===== src/rtl/interrupt_ack_sequencer.sv =====
`default_nettype none
// ============================================================================
//  Module   : interrupt_ack_sequencer
//  Purpose  : Acknowledge controller for an 8259-style PIC. Resolves fixed
//             priority (IR0 highest) of unmasked requests against the
//             in-service register, raises INT, runs the INTA pulse sequence,
//             freezes and clears the request register, owns the ISR, drives
//             the interrupt vector and handles EOI (specific, non-specific,
//             automatic).
//  Ports    : clk, rst                     - clock, async active-high reset
//             interrupt_request_register   - IRR from the request block
//             interrupt_mask               - IMR, 1 = level masked
//             interrupt_acknowledge_n      - INTA, active-low, synchronous
//             vector_base                  - vector bits [7:3]
//             auto_eoi                     - clear ISR bit at end of ack
//             eoi_cmd / specific_eoi /
//             eoi_level                    - EOI command strobe and qualifiers
//             int_out                      - INT to the CPU
//             freeze                       - holds the IRR during acknowledge
//             clear_IRR                    - one-hot, one-cycle IRR clear
//             in_service_register          - ISR
//             vector_out / vector_oe       - vector byte and its enable
//  Revision : 1.0 - initial release
// ============================================================================
module interrupt_ack_sequencer #(
    parameter int INTA_PULSES = 2,
    parameter int SPURIOUS_ID = 7
) (
    input  logic       clk,
    input  logic       rst,
    input  logic [7:0] interrupt_request_register,
    input  logic [7:0] interrupt_mask,
    input  logic       interrupt_acknowledge_n,
    input  logic [4:0] vector_base,
    input  logic       auto_eoi,
    input  logic       eoi_cmd,
    input  logic       specific_eoi,
    input  logic [2:0] eoi_level,
    output logic       int_out,
    output logic       freeze,
    output logic [7:0] clear_IRR,
    output logic [7:0] in_service_register,
    output logic [7:0] vector_out,
    output logic       vector_oe
);

    localparam logic [2:0] C_SPURIOUS_LVL = 3'(SPURIOUS_ID);

    typedef enum logic [2:0] {
        IDLE = 3'd0,
        REQ  = 3'd1,
        ACK1 = 3'd2,
        GAP  = 3'd3,
        ACK2 = 3'd4
    } state_t;

    state_t     state_q;
    logic       inta_q;
    logic [2:0] id_q;
    logic       id_valid_q;
    logic [7:0] isr_q;
    logic       int_out_q;
    logic       freeze_q;
    logic [7:0] clear_irr_q;
    logic [7:0] vector_out_q;
    logic       vector_oe_q;

    // Index of the lowest set bit, or 8 when the vector is empty. Returning 8
    // for "none" lets an empty ISR compare as lower priority than any level.
    function automatic logic [3:0] lowest_set(input logic [7:0] v);
        logic [3:0] r;
        r = 4'd8;
        for (int i = 7; i >= 0; i--) begin
            if (v[i]) r = 4'(i);
        end
        return r;
    endfunction

    logic [3:0] req_low;
    logic [3:0] isr_low;
    logic       cand_valid;
    logic       inta_fall;
    logic       inta_rise;
    logic       ack_take;
    logic       finish;
    logic [2:0] ack_id;
    logic [7:0] isr_set;
    logic [7:0] eoi_clr;
    logic [7:0] aeoi_clr;
    logic [7:0] isr_d;

    always_comb begin
        req_low    = lowest_set(interrupt_request_register & ~interrupt_mask);
        isr_low    = lowest_set(isr_q);
        // Strictly-higher priority than anything in service; req_low == 8
        // (no request) can never be below isr_low.
        cand_valid = (req_low < isr_low);

        inta_fall  = inta_q & ~interrupt_acknowledge_n;
        inta_rise  = ~inta_q & interrupt_acknowledge_n;

        ack_take   = (state_q == REQ) && inta_fall;
        finish     = inta_rise &&
                     (((state_q == ACK1) && (INTA_PULSES == 1)) || (state_q == ACK2));

        ack_id     = cand_valid ? req_low[2:0] : C_SPURIOUS_LVL;

        isr_set    = (ack_take && cand_valid) ? (8'b1 << req_low[2:0]) : 8'h00;

        eoi_clr    = 8'h00;
        if (eoi_cmd) begin
            if (specific_eoi)
                eoi_clr = 8'b1 << eoi_level;
            else if (isr_low != 4'd8)
                eoi_clr = 8'b1 << isr_low[2:0];
        end

        aeoi_clr   = (finish && auto_eoi && id_valid_q) ? (8'b1 << id_q) : 8'h00;

        // Set is applied after clear so a same-bit collision keeps the bit.
        isr_d      = (isr_q & ~(eoi_clr | aeoi_clr)) | isr_set;
    end

    always_ff @(posedge clk or posedge rst) begin
        if (rst) begin
            state_q      <= IDLE;
            inta_q       <= 1'b1;
            id_q         <= 3'd0;
            id_valid_q   <= 1'b0;
            isr_q        <= 8'h00;
            int_out_q    <= 1'b0;
            freeze_q     <= 1'b0;
            clear_irr_q  <= 8'h00;
            vector_out_q <= 8'h00;
            vector_oe_q  <= 1'b0;
        end else begin
            inta_q      <= interrupt_acknowledge_n;
            isr_q       <= isr_d;
            clear_irr_q <= isr_set;

            case (state_q)
                IDLE: begin
                    if (cand_valid) begin
                        state_q   <= REQ;
                        int_out_q <= 1'b1;
                    end
                end
                REQ: begin
                    // INTA takes precedence: a request dropping on the same
                    // cycle as the INTA fall becomes a spurious acknowledge.
                    if (inta_fall) begin
                        state_q    <= ACK1;
                        id_q       <= ack_id;
                        id_valid_q <= cand_valid;
                        freeze_q   <= 1'b1;
                        if (INTA_PULSES == 1) begin
                            vector_out_q <= {vector_base, ack_id};
                            vector_oe_q  <= 1'b1;
                            int_out_q    <= 1'b0;
                        end
                    end else if (!cand_valid) begin
                        state_q   <= IDLE;
                        int_out_q <= 1'b0;
                    end
                end
                ACK1: begin
                    if (inta_rise && (INTA_PULSES != 1))
                        state_q <= GAP;
                end
                GAP: begin
                    if (inta_fall) begin
                        state_q      <= ACK2;
                        vector_out_q <= {vector_base, id_q};
                        vector_oe_q  <= 1'b1;
                        int_out_q    <= 1'b0;
                    end
                end
                ACK2: begin
                    // Completion handled below.
                end
                default: state_q <= IDLE;
            endcase

            if (finish) begin
                state_q     <= IDLE;
                vector_oe_q <= 1'b0;
                freeze_q    <= 1'b0;
                int_out_q   <= 1'b0;
            end
        end
    end

    assign int_out             = int_out_q;
    assign freeze              = freeze_q;
    assign clear_IRR           = clear_irr_q;
    assign in_service_register = isr_q;
    assign vector_out          = vector_out_q;
    assign vector_oe           = vector_oe_q;

endmodule
`default_nettype wire

===== config.mk =====
export PLATFORM = sky130hd
export DESIGN_NAME = interrupt_ack_sequencer
export DESIGN_NICKNAME = d
export VERILOG_FILES = /design/src/rtl/interrupt_ack_sequencer.sv
export SDC_FILE = /design/constraint.sdc
export NUM_CORES = 1
export LEC_CHECK = 0
export ABC_AREA = 1
export BUFFER_PORTS_ARGS = -buffer_cell sky130_fd_sc_hd__buf_2
export CAP_MARGIN = 25
export CORE_MARGIN = 5
export CORE_UTILIZATION = 55
export CTS_CLUSTER_SIZE = 24
export DETAILED_ROUTE_END_ITERATION = 16
export PLACE_DENSITY = 0.81
export SETUP_SLACK_MARGIN = 0.4
export SYNTH_ARGS = -nofsm -noshare
export SYNTH_HDL_FRONTEND = slang
export SYNTH_SLANG_ARGS = --single-unit
export TNS_END_PERCENT = 100

===== constraint.sdc =====
create_clock -name clk -period 5.1 [get_ports clk]
set_clock_uncertainty 0.2 [all_clocks]
set_input_delay 1.02 -clock clk [delete_from_list [all_inputs] [get_ports clk]]
set_output_delay 1.02 -clock clk [all_outputs]
set_load 0.02 [all_outputs]

==> impl_results.md, run 1 <==
- Final period utilization: 0.578
- Synth area leader: dfrtp_1
- Share of layout cells above drive strength 1: 0.277
- Drt pass-1 iters: 4
- Top area cells in the synthesized netlist: dfrtp_1 (43%), nand2_1 (10%), inv_1 (7.8%)
- CP startpoint kind: input pin
- GRT met2 Usage: 0.289
- Final Max Tran Viols: 0
- CP endpoint: in_service_register[3]
- Finished Layout Cells: between 300 and 400
- Pleak: 1.35 nW
- Antenna Nets Post-Route: 0
- Filler Cell Count: 300
- Nets: between 300 and 400
- Core area: 3420 µm²
- Status: completed
- Clock transition at path regs: 0.11 ns
- VDD IR max: 0.000320 V
- IO buf count: 56
- Slew of the pin with the lowest slew margin: between 0.5 and 0.6 ns
- R2r endpoint: in_service_register[3]
- Finished Core Util: 0.704
- Ports: 57
- Area Overhead vs Synth: 21.6%
- Num rows: 21
- Reg2reg setup slack: 2.42 ns
- Die width: 70.0 µm
- Syn avg cell area: 7.88 µm²
- Data required, critical path: just over 5 ns
- Slew HR: 0.621
- Critical path capture point type: flip-flop
- Initial cell density of the core: 0.579
- PwrDens: slightly below 500 nW/µm²
- Setup ws final: 2.15 ns
- Total CTS buffers: 5
- Period minus WS final: 2.95 ns
- H-tree depth: 2
- WL final: 4.37 mm
- Root buffer cell: clkbuf_4
- Placed Area: ~2300 µm²
- Final instance area: 2400 µm²
- Worst Setup SP: interrupt_mask[7]
- HPWL Detailed: roughly 3.4 mm
- Initial antenna violation count: 0
- Cells on worst reg2reg path: 8
- Global route total overflow: 0
- Final hold viol count: 0
- Die area: 4890 µm²
- CP Max Fanout: 8
- FF+latch count, synth: 35
- Unique masters post-synth: 25
- Count of final setup violators: 0
- Type of the most critical hold path: flip-flop to flip-flop
- Clk buf depth: 2
- CTS tree: yes
- Number of global-route vias before repair: 1741
- Placed Cells: 352
- Grt met1 use: 0.274
- GR Util met3: 0.0560
- CTS resizes: 0
- Routability congestion estimate: about 0.89
- Setup_tns: 0 ns
- Via count: ~1800
- WP data arrival: 3.02 ns
- Sequential share of the synthesized area: 0.444
- Setup CP Type: input pin to flip-flop
- Warnings, synthesis: 0
- Critical R2R Launch: in_service_register[0]
- Inserted Diodes: 0
- Largest net degree at the start of global routing: 36
- Synth top area share: 0.430
- Busiest layer in global routing: met2
- Clock sink total: 35
- Initial drt markers: 135
- Post-CTS Setup Repair Bufs: 0
- Pre-CTS setup slack: approximately 1.8 ns
- DRC: 0
- Worst-Skew Late Latency: 0.34 ns
- Mapped Cells: 251
- Max Freq: 339 MHz
- First-pass GRT wire length: 7.61 mm
- Hold wc startpoint: int_out
- Maxcap violations: 0
- Vias per cell: around 5.1
- Die height: 70.0 µm
- Syn nets: 284
- Synth Cell Area: between 1500 and 2000 µm²
- Wire per inst: 12.1 µm
- Setup repair after global routing missed its margin: false
- Post-CTS Hold Buffers: 0
- All-Layer GR Usage: 0.192
-- cells in the final DEF (no fill, tap or decap), types with 7 or more instances in the layout --
master / count
buf_2: 56
nand2_1: 55
inv_1: 41
dfrtp_1: 34
nor2_1: 26
o21ai_0: 21
nand3_1: 11
nand4_1: 7
o211ai_1: 7
-- worst min path at each step --
stage / cells past startpoint / slack, ns / to
after floorplan: 2 / 0.27 / id_valid_q
after global placement: 2 / 0.25 / int_out
after detailed placement: 2 / 0.26 / int_out
after CTS: 2 / 0.28 / int_out
after global routing: 2 / 0.33 / int_out
final: 2 / 0.28 / int_out
-- flip-flops by register name, summed over array words and instances, names as in the netlist, 3 cells and up --
name and flops:
vector_out 8, clear_IRR 8, id_q 3, in_service_register 8, state_q 3
-- worst max-delay path, cell delays in order --
cell and delay (ns):
buf_2 0.10, o21ai_0 0.30, nand3_1 0.12, a21oi_1 0.41, ha_1 0.31, nand2_1 0.08
nand2_1 0.07, nand2_2 0.10, nand2_4 0.08, nor2_8 0.19, nand2_1 0.11, o21ai_2 0.11
-- kinds of logic after synthesis --
logic type / synth area share
and+or+nand+nor: 0.274
AOI/OAI and AO/OA: 0.153
buffers and inverters: 0.0816
DFF: 0.444
muxes: 0.0285
adders and majority gates: 0.0190
-- layer usage --
| layer | up-vias | part of all wire | routed length (µm) |
|---|---|---|---|
| li1 | 951 | - | - |
| met1 | 830 | 0.48 | 2110 |
| met2 | 41 | 0.46 | 2000 |
| met3 | 4 | 0.054 | 237 |
| met4 | 0 | 0.0071 | 31 |
| met5 | - | 0 | 0 |
-- Yosys cell counts --
cell type and number:
o21ai_1 3, a21oi_1 6, a22oi_1 3, inv_1 41
nand3_1 11, nand2_1 55, nand2_4 4, dfrtp_1 34
dfstp_2 1, o21ai_0 21, nor2_2 1, a21oi_4 1
o21ai_2 6, mux2_2 5, nor3_1 6, nor4_1 3
clkbuf_1 2, o211ai_1 7, or2_2 1, nand4_1 7
nand2_2 2, nor2_1 26, o221ai_1 1, nor2_8 1
ha_1 3
-- metrics by stage --
| stage | hold slack (ns) | power (mW) |
|---|---|---|
| floorplan | 0.273 | 0.808 |
| global placement | 0.252 | 0.943 |
| detailed placement | 0.256 | 0.954 |
| CTS | 0.284 | 1.17 |
| global route | 0.330 | 1.27 |
| finish | 0.277 | 1.17 |
-- power by group --
| part | total, mW | internal [mW] | switching, mW |
|---|---|---|---|
| Sequential | 0.411 | 0.354 | 0.0563 |
| Clock | 0.217 | 0.118 | 0.0986 |
| Combinational | 0.539 | 0.189 | 0.350 |
-- layout make-up --
cell class              count  area, µm²  area share
flip-flops and latches     35        877       0.365
repair buffers             57        288       0.120
inverters                  41        154      0.0640
clock inverters             2       38.8      0.0161
clock buffers               6       51.3      0.0213
multi-input cells         173        938       0.390
well taps                  46       57.6      0.0239
No activity file was read; power rests on OpenSTA's default activity.
==> run 2: changes to the inputs <==
- CORE_UTILIZATION: 55 -> 52
- PLACE_DENSITY: 0.81 -> 0.77
- clock period: 5.1 -> 2.85 ns (I/O delays scaled with it)
==> run 2 against run 1 <==
Non-clock buffer count rose by 7; via count rose by 5.5%; die area rose by 4.9%; count of clock-buffer cells in the layout did not move; clock power rose by 110%; cell count rose by 2.5%; routed wire length rose by 7.5%; setup slack got worse by 1.6 ns; first-iteration DRC count fell by 19%; core utilization fell by 0.92 points; critical endpoint is now clear_IRR[7]; highest routed layer unchanged.
==> impl_results.md, run 2 (synthesized netlist as in run 1, its figures left out) <==
- Status: completed
- Die area: 5140 µm² (+4.9%)
- Worst Path Buf+Inv: 3 (+2)
- Filler Cell Count: 303 (+1.0%)
- HPWL Detailed: 3.69 mm (+9.1%)
- Cells on worst reg2reg path: 14 (+6)
- Drt pass-1 iters: 4 (unchanged)
- Count of final setup violators: 0 (unchanged)
- Number of global-route vias before repair: 1772 (+1.8%)
- CP Cell Sequence: inv_2, nand2_2, nor2_1, nor3_1, nor3_2, inv_1, ha_1, nand2_1, nand2_1, nand2_2, nand2_4, nor2_8, inv_1, nor2_1
- Initial cell density of the core: 0.540 (-0.0388)
- Pleak: 1.41 nW (+4.2%)
- Initial antenna violation count: 0 (unchanged)
- Critical path capture point type: flip-flop
- Switching power: 0.960 mW (+90%)
- Setup_tns: 0 ns (unchanged)
- Antenna Nets Post-Route: 0 (unchanged)
- Setup CP Type: flip-flop to flip-flop
- Final period utilization: 0.822
- Critical path's slowest cell: dfrtp_1
- R2r endpoint: clear_IRR[7]
- Routability congestion estimate: 0.846 (-4.5%)
- Sw Share: 0.417 (-0.0162)
- Largest net degree at the start of global routing: 36 (unchanged)
- Critical R2R Launch: in_service_register[4]
- Via count: 1927 (+5.5%)
- All-Layer GR Usage: 0.197 (+0.00488)
- CP startpoint kind: flip-flop
- Critical path's top delay family: simple AND/OR/NAND/NOR gates
- Clk buf depth: 2 (unchanged)
- H-tree depth: 2 (unchanged)
- Wire per inst: 12.7 µm (+4.9%)
- Int Pwr: 1.34 mW (+100%)
- Max Freq: 427 MHz
- Core area: 3660 µm² (+7.2%)
- Clock power frac: 0.197 (+0.011)
- DRC: 0 (unchanged)
- CP Max Fanout: 8 (unchanged)
- Commonest non-fill, non-tap cells in the layout: buf_2 (56), nand2_1 (53), inv_1 (39)
- Reg2reg setup slack: 0.51 ns (-1.91 ns)
- Clock sink total: 35 (unchanged)
- PwrDens: 905 nW/µm² (+87%)
- Area Overhead vs Synth: 28.7%
- Final Max Tran Viols: 0 (unchanged)
- Final hold viol count: 0 (unchanged)
- Root buffer cell: clkbuf_8
- Num rows: 22 (+4.8%)
- Vias per cell: 5.22 (+3.0%)
- IO buf count: 56 (unchanged)
- Maxcap violations: 0 (unchanged)
- Die height: 71.7 µm (+2.4%)
- Die width: 71.7 µm (+2.4%)
- Total chip power: 2.30 mW (+97%)
- CTS tree: yes
- CP peak stage delay: 0.40 ns (about the same)
- Slew of the pin with the lowest slew margin: 0.422 ns (-0.141 ns)
- Share of layout cells above drive strength 1: 0.327 (+0.0500)
- Slew HR: 0.719 (+0.0982)
- Ports: 57 (unchanged)
- Worst-Skew Late Latency: 0.28 ns (-0.06 ns)
- Global route total overflow: 0 (unchanged)
- WP data arrival: 2.35 ns (-0.67 ns)
- Share of total power in combinational logic: 0.481 (+0.019)
- Most common cell after layout, fill and taps aside: buf_2
- VDD IR max: 0.000628 V (+96%)
- Setup repair after global routing missed its margin: false
- Reg power frac: 0.322 (-0.030)
- First-pass GRT wire length: 8.00 mm (+5.1%)
- Data required, critical path: 2.86 ns (-2.31 ns)
- Nets: 353 (+2.0%)
- WL final: 4.70 mm (+7.5%)
- Inserted Diodes: 0 (unchanged)
- Total CTS buffers: 5 (unchanged)
- Clock transition at path regs: 0.07 ns (-0.04 ns)
- Type of the most critical hold path: input pin to asynchronous set/reset pin
- Period minus WS final: 2.34 ns
- Initial drt markers: 109 (-19%)
-- run 2: cell count changes in the layout (fill, tap and decap cells not counted), moves of 2 or more --
cell / delta
buf_4: +7
clkbuf_4: -5
clkbuf_8: +5
inv_1: -2
inv_2: +2
nand2_1: -2
nand2_2: +2
o21ai_0: -2
-- run 2: how the worst max path moves through the flow --
stage / from / to / cells after the start
after global placement: interrupt_request_register[0] / in_service_register[3] / 12
after CTS: in_service_register[3] / in_service_register[3] / 8
after global routing: in_service_register[4] / in_service_register[4] / 14
after detailed placement: interrupt_request_register[0] / in_service_register[3] / 12
after floorplan: interrupt_request_register[7] / state_q[1] / 13
final: in_service_register[4] / clear_IRR[7] / 14
-- run 2: final cells by class --
type                       count  area, µm²  share of cell area
sequential                    35        878               0.345
clock buffer                   6       82.6              0.0325
inverter                      41        154              0.0605
multi-input combinational    173        993               0.391
timing repair buffer          64        340               0.134
clock inverter                 2       35.0              0.0138
tap                           48       60.1              0.0236
-- run 2: what timing repair did --
item | CTS | global route
setup endpoints to repair | 23 | 23
hold buffers | 0 | 0
buffers inserted | 0 | 4
gates resized for setup | 3 | 12
pin swaps | 0 | 4
-- run 2: per-stage QoR --
step / worst slack [ns] / cell area [µm²] / std cells / util / hold WS (ns)
finish: 0.507 / 2540 / 369 / 0.695 / 0.170
floorplan: 0.460 / 1980 / 251 / - / 0.273
CTS: 0.402 / 2470 / 365 / 0.674 / 0.182
detailed placement: 0.197 / 2340 / 357 / 0.639 / 0.274
global route: 0.366 / 2540 / 369 / 0.695 / 0.191
global placement: 0.254 / 2340 / 357 / 0.639 / 0.269
-- run 2: worst min-delay path, cell delays in order --
cell,delay [ns]
buf_2,0.10
inv_1,0.04
buf_4,0.37
-- run 2: layer usage --
layer / global-route usage / vias up / routed length (µm)
met5: 0 / - / 0
met4: 0.0689 / 0 / 71
met3: 0.0519 / 7 / 316
met2: 0.292 / 58 / 2230
met1: 0.278 / 900 / 2080
li1: - / 962 / -
-- run 2: power groups by stage --
stage	logic, mW	registers (mW)	clock network (mW)
2_1_floorplan	0.596	0.850	0
3_3_place_gp	0.964	0.734	0
3_5_place_dp	0.986	0.740	0
4_1_cts	1.00	0.732	0.461
5_1_grt	1.23	0.765	0.494
6_report	1.11	0.743	0.453
==> run 3: changes to the inputs <==
- ABC_AREA: 1 -> 0
- clock period: 2.85 -> 2.32 ns (I/O delays scaled with it)
==> run 3 against run 2 <==
The run now ends with setup timing left; sequential share of layout area shrank 5.6 points; synthesized area rose by 1.1%; core utilization increased by 13 points; via count up 11%; cell count decreased by 3.3%; worst hold slack lost 0.11 ns; first-iteration DRC count grew 40%; critical path depth is 6 lower; global-route usage grew 4.6 points; design area increased by 20%; sequential power grew 49%; non-clock buffer count rose by 35; largest power group unchanged; highest routed layer unchanged.
==> impl_results.md, run 3 <==
- Status: finished with violations
- Failing checks: setup timing
- Post-synthesis async set-or-reset flop share: 1.00 (unchanged)
- CP Cell Sequence: or4_4, nand2_4, ha_4, nor2_2, a21o_4, o21ai_4, buf_6, o22ai_2
- Inserted Diodes: 0 (unchanged)
- CP Max Fanout: 5 (-3)
- Post-CTS Hold Buffers: 0 (unchanged)
- Root buffer cell: clkbuf_8
- Synth top area share: 0.426 (-0.00485)
- Reg2reg setup slack: -0.14 ns (-0.65 ns)
- Number of global-route vias before repair: 2041 (+15%)
- Antenna Nets Post-Route: 0 (unchanged)
- Vias per cell: 5.98 (+15%)
- Syn nets: 240 (-15%)
- Reg power frac: 0.212 (-0.110)
- WP data arrival: 2.42 ns (+0.07 ns)
- Max Freq: 406 MHz (-4.9%)
- Warnings, synthesis: 0 (unchanged)
- Post-synth EDFFs: 0 (unchanged)
- Sw Share: 0.455 (+0.0386)
- Share of total power in combinational logic: 0.704 (+0.223)
- R2r endpoint: in_service_register[2]
- Critical path capture point type: flip-flop
- Filler Cell Count: 213 (-30%)
- Clock power frac: 0.084 (-0.113)
- Data required, critical path: 2.28 ns (-0.58 ns)
- Final hold viol count: 0 (unchanged)
- Setup ws final: -0.144 ns (-0.650 ns)
- Synth cell count leaders: dfrtp_1 (34), nor2_1 (21), nand2_1 (15)
- CP peak stage delay: 0.58 ns (+0.18 ns)
- Count leader, synth: dfrtp_1
- Wire per inst: 18.6 µm (+46%)
- Slew HR: 0.669 (-0.0496)
- Initial antenna violation count: 0 (unchanged)
- Synth Cell Area: 2000 µm² (+1.1%)
- Slew of the pin with the lowest slew margin: 0.493 ns (+0.0707 ns)
- Core area: 3690 µm² (+0.75%)
- All-Layer GR Usage: 0.243 (+0.0456)
- Initial cell density of the core: 0.542 (+0.00208)
- Global route total overflow: 0 (unchanged)
- Total CTS buffers: 5 (unchanged)
- DRC: 0 (unchanged)
- Top area cells in the synthesized netlist: dfrtp_1 (43%), mux2_2 (5.1%), nand2b_1 (4.1%)
- Clock sink total: 35 (unchanged)
- Setup CP Type: flip-flop to flip-flop
- Critical path's top delay family: simple AND/OR/NAND/NOR gates
- Clock transition at path regs: 0.07 ns (about the same)
- Clk buf depth: 2 (unchanged)
- Switching power: 2.38 mW (+150%)
- Type of the most critical hold path: input pin to asynchronous set/reset pin
- Period minus WS final: 2.46 ns (+0.120 ns)
- First-pass GRT wire length: 9.71 mm (+21%)
- Commonest non-fill, non-tap cells in the layout: buf_2 (56), buf_4 (36), dfrtp_1 (29)
- Final Max Tran Viols: 0 (unchanged)
- Routability congestion estimate: 0.886 (+4.8%)
- Ys flop type: dfrtp_1
- Nets: 341 (-3.4%)
- Critical R2R Launch: in_service_register[7]
- Via count: 2136 (+11%)
- IO buf count: 56 (unchanged)
- PwrDens: 1710 nW/µm² (+89%)
- Unique masters post-synth: 53 (+110%)
- Die width: 72.0 µm (+0.49%)
- Most common cell after layout, fill and taps aside: buf_2
- Share of layout cells above drive strength 1: 0.544 (+0.217)
- Worst Path Buf+Inv: 1 (-2)
- Synth area leader: dfrtp_1
- Final instance area: 3050 µm² (+20%)
- Sequential share of the synthesized area: 0.439 (-0.00500)
- Pleak: 1.42 nW (+1.2%)
- Setup_tns: -1.14 ns (-1.14 ns)
- Final period utilization: 1.06 (+0.240)
- WL final: 6.64 mm (+41%)
- CP startpoint kind: flip-flop
- VDD IR max: 0.000765 V (+22%)
- Syn avg cell area: 9.66 µm² (+23%)
- Num rows: 22 (unchanged)
- Largest net degree at the start of global routing: 36 (unchanged)
- Maxcap violations: 0 (unchanged)
- HPWL Detailed: 4.12 mm (+12%)
- Total chip power: 5.23 mW (+130%)
- H-tree depth: 2 (unchanged)
- Placed Area: 2610 µm² (+11%)
- Area Overhead vs Synth: 52.6%
- Die area: 5190 µm² (+0.98%)
- Worst-Skew Late Latency: 0.29 ns (about the same)
- FF+latch count, synth: 35 (unchanged)
- Drt pass-1 iters: 4 (unchanged)
- CTS tree: yes
- Initial drt markers: 153 (+40%)
- Setup repair after global routing missed its margin: true
- Cells on worst reg2reg path: 8 (-6)
- Die height: 72.0 µm (+0.49%)
- Mapped Cells: 207 (-18%)
- Ports: 57 (unchanged)
- Count of final setup violators: 16 (+16)
- Critical path's slowest cell: or4_4
- Int Pwr: 2.85 mW (+110%)
[run 3: cell count changes in the layout (fill, tap and decap cells not counted), moves of 9 or more]
| cell | change |
|---|---|
| o21ai_0 | -9 |
| inv_1 | -32 |
| nand2b_1 | +12 |
| nor2_1 | -12 |
| nand2_1 | -41 |
| buf_4 | +28 |
[run 3: cells by family (layout without fill, tap and decap cells)]
group	count (synthesis)	after routing	synth area share
compound gates	54	54	0.198
mux	10	10	0.0582
flops	35	35	0.439
fa+ha+maj	3	3	0.0188
buf+inv	12	114	0.0257
simple gates	92	92	0.257
xor+xnor	1	1	0.00438
[run 3: final cells by class]
| cell class | instances | area [µm²] | share of cell area |
|---|---|---|---|
| multi-input combinational | 160 | 1370 | 0.448 |
| sequential | 35 | 883 | 0.290 |
| timing repair buffer | 99 | 629 | 0.206 |
| clock buffer | 6 | 72.6 | 0.0238 |
| tap | 48 | 60.1 | 0.0197 |
| inverter | 7 | 26.3 | 0.00861 |
| clock inverter | 2 | 12.5 | 0.00410 |
[run 3: worst max-delay path by stage]
stage	start	to	slack, ns	cells past startpoint
after global placement	interrupt_mask[4]	id_valid_q	-0.17	11
after global routing	in_service_register[5]	in_service_register[2]	-0.18	8
after CTS	in_service_register[6]	id_q[0]	-0.04	7
after floorplan	interrupt_request_register[0]	id_q[0]	-0.02	10
final	in_service_register[7]	in_service_register[2]	-0.14	8
after detailed placement	interrupt_mask[5]	id_valid_q	-0.21	11
[run 3: per-layer routing]
layer	track usage	up-vias	wire length, µm
met5	0	-	0
met4	0.123	0	296
met3	0.0416	30	466
met2	0.412	114	3350
met1	0.296	1024	2530
li1	-	968	-
[run 3: worst register-to-register path, cell delays in order, from the launching register on]
cell	delay (ns)
dfrtp_2	0.45
or4_4	0.58
nand2_4	0.10
ha_4	0.16
nor2_2	0.08
a21o_4	0.25
o21ai_4	0.22
buf_6	0.19
o22ai_2	0.11
[run 3: what timing repair did]
action                                  4_1_cts  5_1_grt
hold endpoints to repair                      0        0
pin swaps                                    10       18
buffers inserted                              7        4
gates resized for setup                      29       22
endpoints found under the setup margin       22       22
[run 3: power by group through the flow]
stage	clock [mW]	combinational (mW)	sequential, mW
global placement	0	2.24	1.07
global route	0.465	3.88	1.14
CTS	0.436	2.89	1.07
detailed placement	0	2.29	1.08
finish	0.438	3.68	1.11
floorplan	0	1.26	1.24
[run 3: through the flow]
| step | utilization | cells | setup WS [ns] | hold WS, ns |
|---|---|---|---|---|
| final | 0.827 | 357 | -0.144 | 0.0592 |
| after global routing | 0.827 | 357 | -0.183 | 0.0917 |
| after CTS | 0.783 | 353 | -0.0413 | 0.0703 |
| after detailed placement | 0.706 | 338 | -0.212 | 0.293 |
| after global placement | 0.706 | 338 | -0.175 | 0.280 |
| after floorplan | - | 207 | -0.0244 | 0.268 |
